[src/rtl/cla_pkg.sv]
// Shared constants and types for the serial carry-look-ahead adder.
package cla_pkg;

  // Bits handled by the look-ahead slice on each clock
  localparam int NIBBLE_W = 4;

  // Sequencer states
  typedef enum logic [1:0] {
    IDLE = 2'd0,
    RUN  = 2'd1,
    DONE = 2'd2
  } state_e;

  // Nibble counter width; at least one bit so that small operand sizes still get a counter
  function automatic int cnt_width(input int nibbles);
    return (nibbles > 2) ? $clog2(nibbles) : 1;
  endfunction

endpackage

[src/rtl/cla_slice_4.sv]
// Purely combinational 4-bit carry-look-ahead adder slice.
// Every carry is a flat sum of products of generate/propagate terms and ci, so there is no ripple path.
module cla_slice_4 (
  input  logic [3:0] a,
  input  logic [3:0] b,
  input  logic       ci,
  output logic [3:0] s,
  output logic       co
);

  logic [3:0] g;
  logic [3:0] p;
  logic       c1;
  logic       c2;
  logic       c3;

  // Per-bit generate and propagate terms
  assign g = a & b;
  assign p = a ^ b;

  // Look-ahead carries, each expanded directly in terms of g, p and ci
  assign c1 = g[0] | (p[0] & ci);
  assign c2 = g[1] | (p[1] & g[0]) | (p[1] & p[0] & ci);
  assign c3 = g[2] | (p[2] & g[1]) | (p[2] & p[1] & g[0]) | (p[2] & p[1] & p[0] & ci);
  assign co = g[3] | (p[3] & g[2]) | (p[3] & p[2] & g[1]) | (p[3] & p[2] & p[1] & g[0])
            | (p[3] & p[2] & p[1] & p[0] & ci);

  // Sum bits are the propagate terms combined with the carry into each bit
  assign s = p ^ {c3, c2, c1, ci};

endmodule

[src/rtl/cla_serial_adder.sv]
// Wide adder that streams operands one nibble per clock through a single 4-bit CLA slice.
// Operands are accepted with a valid/ready handshake, and the result is held under valid/ready until it is consumed.
module cla_serial_adder
  import cla_pkg::*;
#(
  parameter int NIBBLES = 4
) (
  input  logic                          clk,
  input  logic                          rst,
  input  logic                          in_valid,
  output logic                          in_ready,
  input  logic [NIBBLE_W*NIBBLES-1:0]   A,
  input  logic [NIBBLE_W*NIBBLES-1:0]   B,
  input  logic                          Cin,
  output logic                          out_valid,
  input  logic                          out_ready,
  output logic [NIBBLE_W*NIBBLES-1:0]   Sum,
  output logic                          Cout,
  output logic                          Ovf
);

  localparam int W  = NIBBLE_W * NIBBLES;
  localparam int CW = cnt_width(NIBBLES);

  localparam logic [1:0] ST_IDLE = IDLE;
  localparam logic [1:0] ST_RUN  = RUN;
  localparam logic [1:0] ST_DONE = DONE;

  localparam logic [CW-1:0] LAST_NIB = CW'(NIBBLES - 1);

  logic [1:0]          state_q;
  logic [CW-1:0]       cnt_q;
  logic                carry_q;
  logic [W-1:0]        a_sh;
  logic [W-1:0]        b_sh;
  logic [W-NIBBLE_W-1:0] sum_sh;
  logic                a_msb_q;
  logic                b_msb_q;

  logic [NIBBLE_W-1:0] slice_s;
  logic                slice_co;
  logic [W-1:0]        assembled;

  // The one look-ahead slice, always fed from the low end of the operand shift registers
  cla_slice_4 u_slice (
    .a  (a_sh[NIBBLE_W-1:0]),
    .b  (b_sh[NIBBLE_W-1:0]),
    .ci (carry_q),
    .s  (slice_s),
    .co (slice_co)
  );

  // The new nibble enters at the top, so after the last nibble the word is in natural order
  assign assembled = {slice_s, sum_sh};

  // Handshake outputs are decoded from state and masked while reset is held
  assign in_ready  = (state_q == ST_IDLE) & ~rst;
  assign out_valid = (state_q == ST_DONE) & ~rst;

  // Sequencer: latch operands, step one nibble per clock, publish the result, and wait for the consumer
  always_ff @(posedge clk) begin
    if (rst) begin
      state_q <= ST_IDLE;
      cnt_q   <= '0;
      carry_q <= 1'b0;
      a_sh    <= '0;
      b_sh    <= '0;
      sum_sh  <= '0;
      a_msb_q <= 1'b0;
      b_msb_q <= 1'b0;
      Sum     <= '0;
      Cout    <= 1'b0;
      Ovf     <= 1'b0;
    end else begin
      case (state_q)
        ST_IDLE: begin
          if (in_valid) begin
            a_sh    <= A;
            b_sh    <= B;
            carry_q <= Cin;
            a_msb_q <= A[W-1];
            b_msb_q <= B[W-1];
            cnt_q   <= '0;
            state_q <= ST_RUN;
          end
        end
        ST_RUN: begin
          a_sh    <= {{NIBBLE_W{1'b0}}, a_sh[W-1:NIBBLE_W]};
          b_sh    <= {{NIBBLE_W{1'b0}}, b_sh[W-1:NIBBLE_W]};
          carry_q <= slice_co;
          sum_sh  <= assembled[W-1:NIBBLE_W];
          if (cnt_q == LAST_NIB) begin
            Sum     <= assembled;
            Cout    <= slice_co;
            Ovf     <= (a_msb_q == b_msb_q) && (slice_s[NIBBLE_W-1] != a_msb_q);
            state_q <= ST_DONE;
          end else begin
            cnt_q <= cnt_q + CW'(1);
          end
        end
        ST_DONE: begin
          if (out_ready) begin
            state_q <= ST_IDLE;
          end
        end
        default: begin
          state_q <= ST_IDLE;
        end
      endcase
    end
  end

endmodule

[config.mk]
export PLATFORM = sky130hd
export DESIGN_NAME = cla_serial_adder
export DESIGN_NICKNAME = d
export VERILOG_FILES = /design/src/rtl/cla_pkg.sv /design/src/rtl/cla_slice_4.sv /design/src/rtl/cla_serial_adder.sv
export SDC_FILE = /design/constraint.sdc
export NUM_CORES = 1
export LEC_CHECK = 0
export ABC_AREA = 1
export CAP_MARGIN = 20
export CORE_MARGIN = 5
export CORE_UTILIZATION = 45
export DETAILED_ROUTE_END_ITERATION = 12
export GPL_TIMING_DRIVEN = 1
export PLACE_DENSITY_LB_ADDON = 0.15
export SETUP_SLACK_MARGIN = 0.02
export SLEW_MARGIN = 5
export SYNTH_ARGS = -nofsm -noshare
export SYNTH_HDL_FRONTEND = slang
export SYNTH_HIERARCHICAL = 1
export SYNTH_SLANG_ARGS = --single-unit
[constraint.sdc]
create_clock -name clk -period 1.9 [get_ports clk]
set_input_delay 0.38 -clock clk [delete_from_list [all_inputs] [get_ports clk]]
set_output_delay 0.38 -clock clk [all_outputs]
set_load 0.01 [all_outputs]
; Word-level counts from Yosys, hierarchy flattened
; Cells that the tools add are included.
[classes]
eq_ne = 9
n_bitwise = 32
n_mux = 13
n_addsub = 1
reduce_logical = 8
[ops]
columns = cell, count
row1 = one-hot mux 16 bit (2 select lines), 2
row2 = 2-to-1 mux 16 bit, 2
row3 = bitwise AND 1 bit, 18
row4 = 2-to-1 mux 2 bit, 5
row5 = OR 1 bit, 10
row6 = "inequality test 2 bit, second input constant", 4
row7 = bitwise XOR 4 bit, 2
row8 = one-hot mux 2 bit (3 select lines), 1
row9 = AND reduction 2 bit, 3
row10 = AND reduction 3 bit, 2
row11 = bitwise AND 4 bit, 1
row12 = "equality test 2 bit, second input constant", 2
row13 = one-hot mux 2 bit (2 select lines), 1
row14 = "adder 2 x 1 -> 2 bit, second input constant", 1
row15 = "equality test 2 x 1 -> 1 bit, second input constant", 1
row16 = zero test 2 bit, 1
row17 = one-hot mux 1 bit (2 select lines), 1
row18 = nonzero test 2 bit, 1
row19 = equality test 1 bit, 1
row20 = logical AND 1 bit, 1
row21 = 2-to-1 mux 1 bit, 1
row22 = inequality test 1 bit, 1
row23 = inverter 1 bit, 1
[totals]
input_bits = 37
ff_bits = 69
out_inout_bits = 20
wordCells = 74

; Depth between registers and ports, before layout
[depth]
word_depth = 8
ltp_mapped = 11
depth_no_buf = 11

; Hierarchy
; Netlist, hierarchy kept.
[by_module_without_submodules]
columns = mod, cells_each, area_per_inst_um2, seq_area_each_um2, instances
row1 = cla_serial_adder, 452, 3029.2, 1381.3, 1
row2 = cla_slice_4, 31, 186.4, 0.0, 1

; Worst setup path after synthesis
; OpenSTA, ideal clock, no wires.
[synth_path]
kind = register to register
from = reg a_sh[2]
to = reg Ovf
stages_incl_launch_ff = 10
setup_ns = 0.109
path_buffers = 0
synth_period_minus_slack_ns = 1.442
arrival_ns = 1.333
path_slack_ns = 0.458
required_ns = 1.791
cell_sequence = dfxtp_1 ha_1 or2_0 nand2_1 nand3_1 nand2_1 nand3b_1 nand3_1 nand2_1 inv_1
[synth_between]
elab_chain_len = 8
word_cells_on_any_way = 13
cone_classes = 1 x eq/ne / 11 x bitwise / 1 x reduce/logical
[synth_lines]
columns = element, line_no
row1 = from (decl), cla_serial_adder.sv:34  ; logic [W-1:0] a_sh;
row2 = from (signal assigned), cla_serial_adder.sv:88  ; a_sh <= {{NIBBLE_W{1'b0}}, a_sh[W-1:NIBBLE_W]};
row3 = bitwise XOR 4 bit, cla_slice_4.sv:19  ; assign p = a ^ b;
row4 = bitwise AND 1 bit, cla_slice_4.sv:24  ; assign c3 = g[2] | (p[2] & g[1]) | (p[2] & p[1] & g[0]) | (p[2] & p[1] & p[0] & ci);
row5 = OR 1 bit or bitwise AND 1 bit (tied branches) (2 in series), cla_slice_4.sv:24
row6 = OR 1 bit *, cla_slice_4.sv:24
row7 = bitwise XOR 4 bit *, cla_slice_4.sv:29  ; assign s = p ^ {c3, c2, c1, ci};
row8 = net slice_s[3], cla_serial_adder.sv:40  ; logic [NIBBLE_W-1:0] slice_s;
row9 = inequality test 1 bit *, cla_serial_adder.sv:95  ; Ovf <= (a_msb_q == b_msb_q) && (slice_s[NIBBLE_W-1] != a_msb_q);
row10 = logical AND 1 bit *, cla_serial_adder.sv:95
row11 = to (signal assigned), cla_serial_adder.sv:95
row12 = to (decl), cla_serial_adder.sv:19  ; output logic Ovf
; Mark *: on every way through the listed nets, which the timed path passes. The rest lies on a longest branch.
; A chain may end at the register's enable or synchronous reset.

; Worst setup path in the final report
; Ends and elaborated chain as after synthesis.

==> reports/results.md <==
| Metric | This run | Unit |
| --- | --- | --- |
| Port Buffers | 56 | - |
| Category of the worst setup path capture point | register | - |
| R2r endpoint | Ovf$_SDFFE_PP0P_ | - |
| Number of fill cells in the layout | 672 | - |
| Synth Net Count | 526 | - |
| Highest-count cells in the layout ignoring fill and taps | nand2_1, nor2_1, dfxtp_1, clkdlybuf4s50_1, inv_1 | - |
| Area of the mapped netlist | 3220 | sq um |
| Critical path, cell by cell | ha_1 -> or2_0 -> nand2_1 -> nand3_1 -> nand2_1 -> nand3b_1 -> nand3_1 -> nand2_1 -> inv_1 | - |
| Worst min-delay path class | register to register | - |
| Worst R2R Start | a_sh[2]$_SDFFE_PP0P_ | - |
| Count of distinct cell types in the synthesized netlist | 27 | - |
| Avg Vias per Cell | 4.57 | - |
| Critical path's largest stage delay | 0.35 | ns |
| Yosys Warn Count | 6 | - |
| Maximum net fanout on the critical path | 5 | - |
| Global-route wire length before repair | 12.1 | mm |
| Final cell utilization of the core | 58.9 | % |
| Number of H-tree branching levels | 3 | - |
| Fin nets | 577 | - |
| Total power per unit cell area | 861 | nW/um^2 |
| Number of remaining DRC errors | 0 | - |
| Pin count of the biggest net entering global routing | 40 | - |
| Tmin final | 1.67 | ns |
| Clock root buffer | clkbuf_8 | - |
| Run status | finished clean | - |
| Share of the cycle needed by the critical path after routing | 87.8 | % |
| Hold worst-path end | b_sh[14]$_SDFFE_PP0P_ | - |
| Max Slew Vio Count | 0 | - |
| Area taken by flip-flops and latches | 1380 | sq um |
| Setup slack of the most critical reg-to-reg path | 0.23 | ns |
| Via count of the first global-routing pass | 2789 | - |
| I/O pin count | 57 | - |
| Critical path start-end classification | register to register | - |
| # clock sinks | 69 | - |
| Hold Crit Start | b_sh[14]$_SDFFE_PP0P_ | - |
| Initial cell density of the core | 46.8 | % |
| Worst supply voltage drop on vdd | 0.000468 | V |
| Cts-stage hold buffer count | 0 | - |
| Detailed-placement wirelength estimate | 4.71 | mm |
| Final total power | 0.00348 | W |
| Avg Inst Size Synth | 6.66 | sq um |
| Core Rows | 30 | - |
| Total Wirelength | 7.08 | mm |
| Layout overhead on the synthesized area | 25.8 | % |
| Gpl congestion | 0.839 | - |
| Total die area | 8940 | sq um |
| Setup repair after global routing missed its margin | false | - |
| Required time at the worst-slack endpoint | 2.15 | ns |
| Critical Path Start Type | register | - |
| Achievable Freq | 599 | MHz |
| WL/cell | 11.1 | um |
| Detail Route Antenna Nets | 0 | - |
| Final setup fails | 0 | - |
| Count of final hold-check violations | 0 | - |
| Synth Instances | 483 | - |
| Number of diodes | 0 | - |
| Area of the multi-input gates | 1490 | sq um |
| Sequential area share after synthesis | 43.0 | % |
| Initial DRT Pass Iterations | 4 | - |
| Worst Clk Skew | 0.0103 | ns |
| Transition time at the pin with the least slew margin | 0.517 | ns |
| Initial antenna violation count | 0 | - |
| Reg2reg path depth | 9 | - |
| Worst path slowest cell | ha_1 | - |
| Max Cap Violations | 0 | - |
| Area inside the core boundary | 6870 | sq um |
| Leading cell type in the layout, fill and taps excluded | nand2_1 | - |
| Die boundary width | 94.5 | um |
| Vias after detailed routing | 2904 | - |
| Number of synthesized register bits | 69 | - |
| Clock network latency to the later pin of the worst-skew pair | 0.35 | ns |
| Clock buffers created by TritonCTS | 9 | - |
| Final global-route overflow total | 0 | - |
| TritonCTS clock tree | done | - |
| Relative slew slack | 65.5 | % |
| Total negative slack | 0 | ns |
| Iteration-0 DRC Markers | 117 | - |
| CTS clock-pin slew for the worst setup and hold paths | 0.08 | ns |
| Worst path most repeated cell | nand2_1 | - |
| Hold Path Stages | 2 | - |
| CTS max path bufs | 2 | - |
| Die Ht | 94.5 | um |
| Total track usage | 17.2 | % |
| Worst endpoint data arrival time | 1.92 | ns |
| Total leakage power | 1.82 | nW |
| Layout cell share with drive strength beyond 1 | 6.31 | % |
cells by family (layout without fill, tap and decap cells):
family                     count (synthesis)  in the layout  share of synthesized area [%]
and+or+nand+nor                          293            293                           36.2
buffers and inverters                     70            126                           11.0
DFF                                       69             69                           43.0
AOI/OAI and AO/OA                         44             44                           7.00
adders and majority gates                  6              6                           2.57
xor gates and xnor gates                   1              1                          0.272
worst max path at each step:
| stage | startpoint | endpoint | slack (ns) | cells past startpoint |
|---|---|---|---|---|
| after global routing | a_sh[2]$_SDFFE_PP0P_ | Ovf$_SDFFE_PP0P_ | 0.13 | 9 |
| after CTS | state_q[1]$_SDFFE_PP0P_ | in_ready | 0.05 | 2 |
| final | a_sh[2]$_SDFFE_PP0P_ | Ovf$_SDFFE_PP0P_ | 0.23 | 9 |
| after global placement | rst | out_valid | -0.17 | 5 |
| after floorplan | a_sh[2]$_SDFFE_PP0P_ | Ovf$_SDFFE_PP0P_ | 0.46 | 9 |
| after detailed placement | rst | out_valid | -0.20 | 5 |
power breakdown:
part | internal, W | switching, W | leakage (nW)
combinational | 0.000229 | 0.000292 | 1.14
sequential | 0.00153 | 0.0000521 | 0.566
clock | 0.000757 | 0.000620 | 0.115
per-layer routing:
layer / wire [um] / GRT usage [%] / vias to the layer above
met5: 0 / 0 / -
met4: 95 / 7.21 / 0
met3: 312 / 4.30 / 8
met2: 3340 / 29.1 / 54
met1: 3330 / 20.7 / 1275
li1: - / - / 1567
stage by stage:
| step | cell area [sq um] | std cells | hold WS [ns] | worst slack (ns) |
|---|---|---|---|---|
| floorplan | 3220 | 483 | 0.440 | 0.458 |
| global placement | 3820 | 619 | 0.447 | -0.173 |
| detailed placement | 3820 | 619 | 0.452 | -0.204 |
| CTS | 4040 | 635 | 0.466 | 0.0548 |
| global route | 4050 | 635 | 0.482 | 0.134 |
| finish | 4050 | 635 | 0.462 | 0.232 |
sequential cells by signal, summed over array words and instances, names as in the netlist:
| signal | flops |
|---|---|
| carry_q | 1 |
| a_sh | 16 |
| cnt_q | 2 |
| Cout | 1 |
| b_sh | 16 |
| state_q | 2 |
| sum_sh | 12 |
| b_msb_q | 1 |
| Sum | 16 |
| Ovf | 1 |
| a_msb_q | 1 |
cell usage after synthesis (all sizes together):
master	number	area [sq um]
o21ai	13	68.8
inv	44	168
buf	18	154
a21oi	30	150
clkbuf	8	31.3
nand2	187	704
nand3b	1	7.51
fa	1	20.0
o22ai	1	6.26
xnor2	1	8.76
nor3	1	5.00
nand3	17	90.1
nor2	84	339
ha	5	62.6
or2	1	6.26
nand4	2	12.5
dfxtp	69	1380
critical path: cells and delay by family, from the launching register on:
| family | cells | cell delay, ns |
|---|---|---|
| fa+ha+maj | 1 | 0.35 |
| flops | 1 | 0.33 |
| buf+inv | 1 | 0.04 |
| simple gates | 7 | 0.84 |
area by class of cell:
type	count	share of cell area, %
inverters	44	4.14
clock buffers	9	3.06
repair buffers	66	16.3
flip-flops and latches	69	34.1
multi-input cells	344	36.8
clock inverters	7	2.57
well taps	96	2.97
repair_timing:
item,CTS,global route
hold endpoints to repair,0,0
setup buffers,0,0
endpoints found under the setup margin,2,1
gates resized for setup,2,1
Note: power is estimated with default switching activity, not from simulation.
